<file path="config.mk">
export PLATFORM = sky130hd
export DESIGN_NAME = load_store_unit
export DESIGN_NICKNAME = d
export VERILOG_FILES = /design/src/rtl/load_store_unit.sv
export SDC_FILE = /design/constraint.sdc
export NUM_CORES = 1
export LEC_CHECK = 0
export ABC_CLOCK_PERIOD_IN_PS = 8950
export CORE_MARGIN = 3
export CORE_UTILIZATION = 48
export CTS_CLUSTER_DIAMETER = 50
export DETAILED_ROUTE_END_ITERATION = 6
export PLACE_DENSITY = 0.95
export SLEW_MARGIN = 40
export SYNTH_ARGS = -nofsm -noshare
export SYNTH_HDL_FRONTEND = slang
export SYNTH_SLANG_ARGS = --single-unit
</file>
<file path="constraint.sdc">
create_clock -name clk -period 8.95 [get_ports clk]
set_clock_uncertainty 0.15 [all_clocks]
set_input_delay 0.895 -clock clk [delete_from_list [all_inputs] [get_ports clk]]
set_output_delay 0.895 -clock clk [all_outputs]
set_load 0.02 [all_outputs]
</file>
<file path="src/rtl/load_store_unit.sv">
// Load/store unit: maps RV32I byte-address loads and stores onto a 32-bit word memory that has no byte enables.
// Define LSU_ALIGN_CHECK_EN to report misaligned halfword/word accesses as errors instead of ignoring the low address bits.
module load_store_unit #(
    parameter int MEM_WORDS = 256
) (
    input  logic        clk,
    input  logic        rst,
    input  logic        req_valid,
    output logic        req_ready,
    input  logic        req_we,
    input  logic [2:0]  req_funct3,
    input  logic [31:0] req_addr,
    input  logic [31:0] req_wdata,
    output logic        resp_valid,
    output logic [31:0] resp_rdata,
    output logic        resp_err,
    output logic [31:0] mem_addr,
    output logic [31:0] mem_wdata,
    output logic        mem_we,
    input  logic [31:0] mem_rdata
);

    localparam logic [31:0] LP_MEM_WORDS = 32'(MEM_WORDS);

    typedef enum logic [2:0] {
        S_IDLE,
        S_LOAD,
        S_MERGE,
        S_WRITE,
        S_RESP
    } state_t;

    state_t      r_state;
    state_t      w_next_state;
    logic [2:0]  r_funct3;
    logic [1:0]  r_addr_lo;
    logic [31:0] r_mem_addr;
    logic [31:0] r_mem_wdata;
    logic [31:0] r_resp_rdata;
    logic        r_resp_err;

    logic        w_accept;
    logic        w_illegal;
    logic        w_range_err;
    logic        w_misalign;
    logic        w_err;
    logic [7:0]  w_byte;
    logic [15:0] w_half;
    logic [31:0] w_load_val;
    logic [31:0] w_merged;

    assign w_accept = req_valid && (r_state == S_IDLE);

    always_comb begin
        w_illegal = 1'b0;
        if (req_we) begin
            w_illegal = (req_funct3 >= 3'b011);
        end else begin
            w_illegal = (req_funct3 == 3'b011) || (req_funct3 == 3'b110) || (req_funct3 == 3'b111);
        end
    end

    assign w_range_err = ({2'b00, req_addr[31:2]} >= LP_MEM_WORDS);

`ifdef LSU_ALIGN_CHECK_EN
    always_comb begin
        w_misalign = 1'b0;
        if (req_funct3[1:0] == 2'b01) begin
            w_misalign = req_addr[0];
        end else if (req_funct3[1:0] == 2'b10) begin
            w_misalign = (req_addr[1:0] != 2'b00);
        end
    end
`else
    assign w_misalign = 1'b0;
`endif

    assign w_err = w_illegal || w_range_err || w_misalign;

    always_ff @(posedge clk or posedge rst) begin
        if (rst) begin
            r_state <= S_IDLE;
        end else begin
            r_state <= w_next_state;
        end
    end

    always_comb begin
        w_next_state = r_state;
        case (r_state)
            S_IDLE: begin
                if (w_accept) begin
                    if (w_err) begin
                        w_next_state = S_RESP;
                    end else if (!req_we) begin
                        w_next_state = S_LOAD;
                    end else if (req_funct3 == 3'b010) begin
                        w_next_state = S_WRITE;
                    end else begin
                        w_next_state = S_MERGE;
                    end
                end
            end
            S_LOAD:  w_next_state = S_RESP;
            S_MERGE: w_next_state = S_WRITE;
            S_WRITE: w_next_state = S_RESP;
            S_RESP:  w_next_state = S_IDLE;
            default: w_next_state = S_IDLE;
        endcase
    end

    // Halfword selection uses only addr[1]; addr[0] is either rejected earlier or deliberately ignored.
    always_comb begin
        w_byte = 8'h00;
        case (r_addr_lo)
            2'b00: w_byte = mem_rdata[7:0];
            2'b01: w_byte = mem_rdata[15:8];
            2'b10: w_byte = mem_rdata[23:16];
            2'b11: w_byte = mem_rdata[31:24];
            default: w_byte = 8'h00;
        endcase
        w_half = r_addr_lo[1] ? mem_rdata[31:16] : mem_rdata[15:0];
        case (r_funct3)
            3'b000:  w_load_val = {{24{w_byte[7]}}, w_byte};
            3'b001:  w_load_val = {{16{w_half[15]}}, w_half};
            3'b100:  w_load_val = {24'h000000, w_byte};
            3'b101:  w_load_val = {16'h0000, w_half};
            default: w_load_val = mem_rdata;
        endcase
    end

    // r_mem_wdata holds rs2 from acceptance until MERGE overwrites it with the merged word.
    always_comb begin
        w_merged = mem_rdata;
        if (r_funct3[0] == 1'b0) begin
            w_merged[{r_addr_lo, 3'b000} +: 8] = r_mem_wdata[7:0];
        end else begin
            w_merged[{r_addr_lo[1], 4'b0000} +: 16] = r_mem_wdata[15:0];
        end
    end

    always_ff @(posedge clk or posedge rst) begin
        if (rst) begin
            r_funct3     <= 3'b000;
            r_addr_lo    <= 2'b00;
            r_mem_addr   <= 32'h0;
            r_mem_wdata  <= 32'h0;
            r_resp_rdata <= 32'h0;
            r_resp_err   <= 1'b0;
        end else begin
            case (r_state)
                S_IDLE: begin
                    if (w_accept) begin
                        r_funct3  <= req_funct3;
                        r_addr_lo <= req_addr[1:0];
                        if (w_err) begin
                            r_resp_rdata <= 32'h0;
                            r_resp_err   <= 1'b1;
                        end else begin
                            r_mem_addr <= {2'b00, req_addr[31:2]};
                            if (req_we) begin
                                r_mem_wdata <= req_wdata;
                            end
                        end
                    end
                end
                S_LOAD: begin
                    r_resp_rdata <= w_load_val;
                    r_resp_err   <= 1'b0;
                end
                S_MERGE: begin
                    r_mem_wdata <= w_merged;
                end
                S_WRITE: begin
                    r_resp_rdata <= 32'h0;
                    r_resp_err   <= 1'b0;
                end
                default: begin
                end
            endcase
        end
    end

    assign req_ready  = (r_state == S_IDLE);
    assign resp_valid = (r_state == S_RESP);
    assign mem_we     = (r_state == S_WRITE);
    assign mem_addr   = r_mem_addr;
    assign mem_wdata  = r_mem_wdata;
    assign resp_rdata = r_resp_rdata;
    assign resp_err   = r_resp_err;

endmodule

</file>
**Word level (Yosys, flattened, before mapping)**

Index checks and enable logic that the tools add are counted.
W data, S select, Z words.

- Register bits: 103
- Output and inout port bits: 100

- $add $sub $neg: 2
- $lt $le $gt $ge: 2
- Equality and inequality tests: 18
- Shifts and indexed selects: 4
- Mux-type cells: 22
- Bitwise operators: 1
- Reduce and logical (&&, ||, !) cells: 16

Operator list:

| operator | count |
|---|---|
| $mux W32 | 6 |
| $pmux W32 S4 | 1 |
| $pmux W32 S3 | 1 |
| $bwmux W32 | 2 |
| $pmux W32 S2 | 1 |
| $pmux W8 S4 | 1 |
| $shift A16 B7 Y32 const A | 1 |
| $shift A8 B7 Y32 const A | 1 |
| $shiftx A16 B7 Y32 | 1 |
| $shiftx A8 B7 Y32 | 1 |
| $ge A30 B9 Y1 const B | 1 |
| $mux W16 | 1 |
| $eq A3 B3 Y1 const B | 5 |
| $neg A5 Y7 | 2 |
| $eq A3 B2 Y1 const B | 4 |
| $pmux W3 S3 | 1 |
| $reduce_and A3 Y1 | 3 |
| $eq A3 B1 Y1 const B | 2 |
| $logic_not A3 Y1 | 2 |
| $mux W3 | 2 |
| $ne A2 B1 Y1 const B | 3 |
| $eq A2 B2 Y1 const B | 2 |
| $mux W1 | 4 |
| $reduce_and A4 Y1 | 1 |
| 13 further kinds | 16 |

**Logic depth before layout (Yosys ltp)**

Gate-level depths: netlist of run 1.

- Depth in word-level cells: 8
- Gate-level depth with buffers: 12
- Mapped depth without buffers: 7

**Least setup slack after synthesis of run 1**

OpenSTA, ideal clock, no wires.

- Kind: flip-flop to flip-flop
- Start: register r_addr_lo[1]
- End: register r_resp_rdata[17], in the netlist resp_rdata[17]
- Setup time: 66 ps
- Arrival: 2992 ps
- Slack: 5743 ps
- Cell stages (with the launch flop): 12
- Buffers on the path: 4
- Clock period less this slack: 3207 ps
- Cell sequence: dfrtp_1 -> clkbuf_1 -> buf_1 -> inv_1 -> clkbuf_1 -> ha_1 -> nor2b_1 -> a2111oi_4 -> nor2_1 -> a21oi_1 -> buf_2 -> a22o_1

- Longest elaborated chain between the ends: 4
- Elaborated cells between the ends (all ways): 8
- Those cells by class: 3 x eq/ne; 4 x mux; 1 x reduce/logical

RTL lines:

| item | line | source |
|---|---|---|
| from (decl) | 36 | `logic [1:0] r_addr_lo;` |
| from (signal assigned) | 155 | `r_addr_lo <= req_addr[1:0];` |
| $eq A2 B2 Y1 (tied with other cells) | 115 | `case (r_addr_lo)` |
| $pmux W8 S4 | 115 |  |
| $pmux W32 S4 * | 123 | `case (r_funct3)` |
| $pmux W32 S3 * | 151 | `case (r_state)` |
| to (signal assigned) | 168 | `r_resp_rdata <= w_load_val;` |
| to (decl) | 39 | `logic [31:0] r_resp_rdata;` |

Every way passes the cells marked *; elsewhere a longest branch is shown, timed or not.
A chain may end at the register's enable or synchronous reset.

**Worst setup path in the final report of run 1**

- Start: register r_addr_lo[1]
- End: register r_resp_rdata[19], in the netlist resp_rdata[19]

The elaborated chain is that of the path after synthesis.

==> results.json, run 1 <==
{
  "clk_pin_slew_ps": 70,
  "grt_pass1_vias": 5177,
  "path_cells": "inv_1 > ha_1 > a22oi_1 > a2111oi_4 > nor2_1 > a21oi_2 > a22o_1",
  "rsz0062_at_grt": "false",
  "antenna_found_initial": 0,
  "syn_inst": 495,
  "rr_worst_depth": 7,
  "cp.depth": 7,
  "first_pass_iters": 7,
  "ys.flop_type": "dfrtp_1",
  "cts_root_buffer": "clkbuf_16",
  "power.density_mw_per_mm2": 136,
  "hold_slack_ps": 349,
  "cts_buffers": 9,
  "cp_slowest_cell": "dfrtp_2",
  "startpoint_type": "register",
  "crit_path_max_fanout": 30,
  "ir_drop_mv": 0.0835,
  "gp_congestion": 0.937,
  "cts.sinks": 103,
  "synth-warning-count": 0,
  "rows": 38,
  "die_h_um": 112,
  "start_util_pct": 49.4,
  "synth_edf_count": 0,
  "syn_area_mm2": 0.00540,
  "ys_ff_latch": 103,
  "grt_pass1_wl_mm": 28.2,
  "drc": 1,
  "path_buf_inv": 1,
  "worstSetupEndpointType": "register",
  "post_cts_buffers": 0,
  "synthDistinctLibCells": 51,
  "grt_usage_pct": 28.2,
  "core-area_mm2": 0.0109,
  "maxCapViolations": 0,
  "cts_max_path_buffers": 2,
  "vias": 5058,
  "fmax_ghz": 0.291,
  "post_synth.cell_area_avg_um2": 10.9,
  "wl_mm": 17.9,
  "worst_pin_slew_ps": 870,
  "critPathRequiredTime_ps": 9080,
  "whs_path_depth": 1,
  "grt_max_degree": 74,
  "min_period_ps": 3440,
  "io_pins": 203,
  "postRouteAntennaNets": 0,
  "port-buffer-count": 200,
  "cp.arrival_ps": 3570,
  "cpPeakStageDelay_ps": 630,
  "critPathKind": "register to register",
  "drv_slew": 0,
  "post-dp-hpwl_mm": 13.4,
  "cts_resized": 0,
  "critPathTopFamily": "compound AO/OA/AOI/OAI gates",
  "area_delta_synth_final_pct": 44.1,
  "ctsHoldBuffers": 0,
  "wl_per_cell_um": 21.8,
  "seq_area_frac_synth_pct": 47.7,
  "diodes": 0,
  "fin_nets": 784,
  "final_common_cell": "clkdlybuf4s50_1",
  "violations": "DRC",
  "relSlewSlack_pct": 41.5,
  "status": "complete, but fails checks",
  "die_w_um": 112,
  "tritoncts": "done",
  "fin_crit_sh_pct": 38.4,
  "layout_common_cells": "clkdlybuf4s50_1 (200), dfrtp_1 (101), nand2_1 (32), nor2_1 (32)",
  "p_leak_uw": 0.00326,
  "grt-ovfl-total": 0,
  "die_area_mm2": 0.0126,
  "async_reset_ff_share_pct": 100,
  "cts_max_level": 3,
  "insertion_delay_ps": 350,
  "setup_viol": 0,
  "vias_per_cell": 6.16,
  "drt_iter0_markers": 616,
  "drive_gt1_share_pct": 11.9,
  "final_hold_viol_count": 0,
  "hold_class": "register to register",
  "setup_tns_ps": 0
}
## cell usage after synthesis (3+ instances only)
library cell  count  share of area, %
ha_1              5               1.2
nor4_1            4              0.46
dfrtp_1         103                48
o31ai_1           6              0.83
nand2b_1         20               2.3
buf_1             4              0.28
a221oi_1         28               4.5
buf_4             4              0.56
nor3_1            5              0.46
o22ai_1           8              0.93
clkbuf_1         22               1.5
nor2_1           34               2.4
o21a_1            3              0.42
a211oi_1          3              0.42
a221o_1           8               1.5
a22o_1           25               4.1
o21ai_0          30               2.8
inv_1             9              0.63
nand2_1          32               2.2
a22oi_1          10               1.4
nor2b_1          26               3.0
o2bb2ai_1        22               3.6
a21oi_1           4              0.37
mux2_4            8               2.2
buf_2             4              0.37
mux2_2           30               6.3
mux2i_1           8               1.5
mux2_1            3              0.63
## per-stage QoR
stage	instance area, um^2	worst slack (ps)	cells	total power (uW)	utilization (%)
2_1_floorplan	5400	5200	496	594	-
5_1_grt	7780	5280	821	1100	71.1
6_report	7780	5510	821	1060	71.1
4_1_cts	7770	5590	821	1060	71.0
3_3_place_gp	7460	5190	805	671	68.2
3_5_place_dp	7470	5250	805	678	68.4
## metal layers
layer | vias to the layer above | part of all wire [%] | GRT usage [%]
met5 | - | 0 | 0
li1 | 2215 | - | -
met1 | 2436 | 40 | 38.8
met3 | 50 | 8.7 | 4.04
met4 | 0 | 2.9 | 10.9
met2 | 357 | 48 | 45.7
## kinds of logic after synthesis
kind of cell | share of synthesized area (%)
AND/OR/NAND/NOR | 14.7
flip-flops | 47.7
buffers and inverters | 3.64
AO/OA/AOI/OAI | 22.1
multiplexers | 10.6
adder cells (fa/ha/maj) | 1.16
other | 0.0695
## power by group
group	switching, uW	internal (uW)
sequential	15.7	468
combinational	102	89.2
clock	181	201
## area by class of cell
type,count,area [um^2]
clock buffer,10,239
clock inverter,6,53.8
fill,762,3160
inverter,10,40.0
multi-input combinational,348,2660
sequential,103,2580
tap,140,175
timing repair buffer,204,2040
## path summary, 6_finish.rpt
kind                              start             end  slack, ps
max in group asynchronous           rst    r_addr_lo[1]       6920
min in group asynchronous           rst    mem_addr[28]        740
min                         mem_addr[9]     mem_addr[9]        350
max                        r_addr_lo[1]  resp_rdata[19]       5510
max reg2reg                r_addr_lo[1]  resp_rdata[19]       5510
min reg2reg                 mem_addr[9]     mem_addr[9]        350
## registers in the layout, indices dropped and copies added (netlist names)
| signal | flops |
|---|---|
| r_funct3 | 3 |
| r_state | 3 |
| mem_wdata | 32 |
| resp_rdata | 32 |
| r_addr_lo | 2 |
| resp_err | 1 |
| mem_addr | 30 |
No activity file was read; power rests on OpenSTA's default activity.
==> inputs of run 2 (changes only) <==
--- a/config.mk
+++ b/config.mk
@@ -5,12 +5,12 @@
 export SDC_FILE = /design/constraint.sdc
 export NUM_CORES = 1
 export LEC_CHECK = 0
-export ABC_CLOCK_PERIOD_IN_PS = 8950
+export ABC_CLOCK_PERIOD_IN_PS = 3420
 export CORE_MARGIN = 3
-export CORE_UTILIZATION = 48
+export CORE_UTILIZATION = 45
 export CTS_CLUSTER_DIAMETER = 50
 export DETAILED_ROUTE_END_ITERATION = 6
-export PLACE_DENSITY = 0.95
+export PLACE_DENSITY = 0.92
 export SLEW_MARGIN = 40
 export SYNTH_ARGS = -nofsm -noshare
 export SYNTH_HDL_FRONTEND = slang
==> constraint.sdc (replaced) <==
create_clock -name clk -period 3.42 [get_ports clk]
set_clock_uncertainty 0.15 [all_clocks]
set_input_delay 0.342 -clock clk [delete_from_list [all_inputs] [get_ports clk]]
set_output_delay 0.342 -clock clk [all_outputs]
set_load 0.02 [all_outputs]
==> run 2 against run 1 <==
Net effect:
- the flow now finishes without violations
- critical path depth increased by 1
- sequential power increased to 2.6 times the previous value
- critical endpoint is now resp_rdata[24]
- first-iteration DRC count decreased by 34%
- wire length increased by 1.6%
- non-clock buffer count increased by 12
- via count decreased by 0.16%
- register-to-register slack got worse by 5000 ps
- highest routed layer unchanged
- sequential share of layout area decreased by 0.28 points
- design area increased by 0.79%
- critical path type unchanged
- largest power group unchanged
==> results.json, run 2 (synthesized netlist as in run 1, its figures left out) <==
{
  "status": "finished, final reports clean",
  "grt_max_degree": 52,
  "dp.cells": 820,
  "cts_resized": 0,
  "die_h_um": 116,
  "ir_drop_mv": 0.239,
  "startpoint_type": "register",
  "diodes": 0,
  "rr_startpoint": "r_addr_lo[1]",
  "port-buffer-count": 200,
  "antenna_found_initial": 0,
  "clk_pin_slew_ps": 70,
  "first_pass_iters": 5,
  "critPathRequiredTime_ps": 3560,
  "layout_common_cells": "clkdlybuf4s50_1 (200), dfrtp_1 (102), nor2_1 (33)",
  "grt_usage_pct": 27.1,
  "path_buf_inv": 2,
  "power.density_mw_per_mm2": 355,
  "cts_max_path_buffers": 2,
  "r2r-end": "resp_rdata[24]",
  "drt_iter0_markers": 408,
  "wl_mm": 18.2,
  "io_pins": 203,
  "grt_pass1_wl_mm": 27.8,
  "cp_slowest_cell": "a2111oi_4",
  "core-area_mm2": 0.0116,
  "ctsHoldBuffers": 0,
  "cts_max_level": 3,
  "die_area_mm2": 0.0133,
  "area_delta_synth_final_pct": 45.2,
  "final_common_cell": "clkdlybuf4s50_1",
  "critPathTopFamily": "compound AO/OA/AOI/OAI gates",
  "rr_worst_depth": 8,
  "vias": 5050,
  "grt_pass1_vias": 4992,
  "cts.sinks": 103,
  "tritoncts": "done",
  "cpPeakStageDelay_ps": 640,
  "final_cells": 836,
  "reg2reg_setup_slack_ps": 490,
  "cp.arrival_ps": 3070,
  "min_period_ps": 2930,
  "drc": 0,
  "die_w_um": 116,
  "critPathKind": "register to register",
  "insertion_delay_ps": 350,
  "fmax_ghz": 0.341,
  "final_hold_viol_count": 0,
  "hold_class": "primary input to asynchronous set/reset pin",
  "p_leak_uw": 0.00331,
  "rsz0062_at_grt": "false",
  "fin_crit_sh_pct": 85.7,
  "post-dp-hpwl_mm": 13.8,
  "fin_nets": 796,
  "relSlewSlack_pct": 50.3,
  "crit_path_max_fanout": 13,
  "worstSetupEndpointType": "register",
  "gp_congestion": 0.911,
  "setup_tns_ps": 0,
  "rows": 39,
  "drv_slew": 0,
  "wl_per_cell_um": 21.8,
  "path_cells": "inv_1 > ha_1 > a22oi_1 > a2111oi_4 > nor2_1 > a21oi_1 > buf_4 > a22o_1",
  "cts_root_buffer": "clkbuf_16",
  "postRouteAntennaNets": 0,
  "fin_ws_ps": 490,
  "vias_per_cell": 6.04,
  "maxCapViolations": 0,
  "post_cts_buffers": 0,
  "grt-ovfl-total": 0,
  "dp_slack_ps": 594,
  "start_util_pct": 46.7,
  "drive_gt1_share_pct": 12.6,
  "setup_viol": 0,
  "cts_buffers": 9,
  "worst_pin_slew_ps": 745
}
==> run 2: cell type report <==
cell class,count,area (um^2)
Clock inverter,6,50.0
Fill cell,876,3720
Clock buffer,10,239
Multi-Input combinational cell,348,2630
Inverter,10,40.0
Tap cell,143,179
Timing Repair Buffer,216,2120
Sequential cell,103,2580
==> run 2: where the power goes <==
| part | internal [uW] | switching [uW] | total (uW) |
|---|---|---|---|
| logic | 242 | 282 | 524 |
| clock network | 523 | 486 | 1010 |
| registers | 1230 | 26.0 | 1250 |
| total | 1990 | 795 | 2790 |
==> run 2: stage by stage <==
step	power [uW]	util [%]	cell area [um^2]	hold WS [ps]
final	2790	67.8	7840	273
after global routing	2890	67.8	7840	342
after CTS	2790	67.8	7840	304
after detailed placement	1790	65.3	7550	326
after global placement	1780	65.3	7550	331
after floorplan	1560	-	5400	309
==> run 2: worst max-delay path by stage <==
| stage | from | end | slack, ps | cells past startpoint |
|---|---|---|---|---|
| 6_report | r_addr_lo[1] | resp_rdata[24] | 490 | 8 |
| 2_1_floorplan | r_addr_lo[1] | resp_rdata[17] | 210 | 11 |
| 3_5_place_dp | r_addr_lo[1] | resp_rdata[24] | 590 | 8 |
| 4_1_cts | r_addr_lo[1] | resp_rdata[24] | 550 | 8 |
| 3_3_place_gp | r_addr_lo[1] | resp_rdata[31] | 720 | 8 |
| 5_1_grt | r_addr_lo[1] | resp_rdata[24] | 340 | 8 |
==> run 2: routing by layer <==
metal | GRT usage, % | routed length, um | vias to the layer above
met3 | 4.39 | 1470 | 42
met5 | 0 | 0 | -
met4 | 10.7 | 497 | 0
li1 | - | - | 2238
met2 | 42.7 | 8540 | 301
met1 | 37.5 | 7700 | 2469
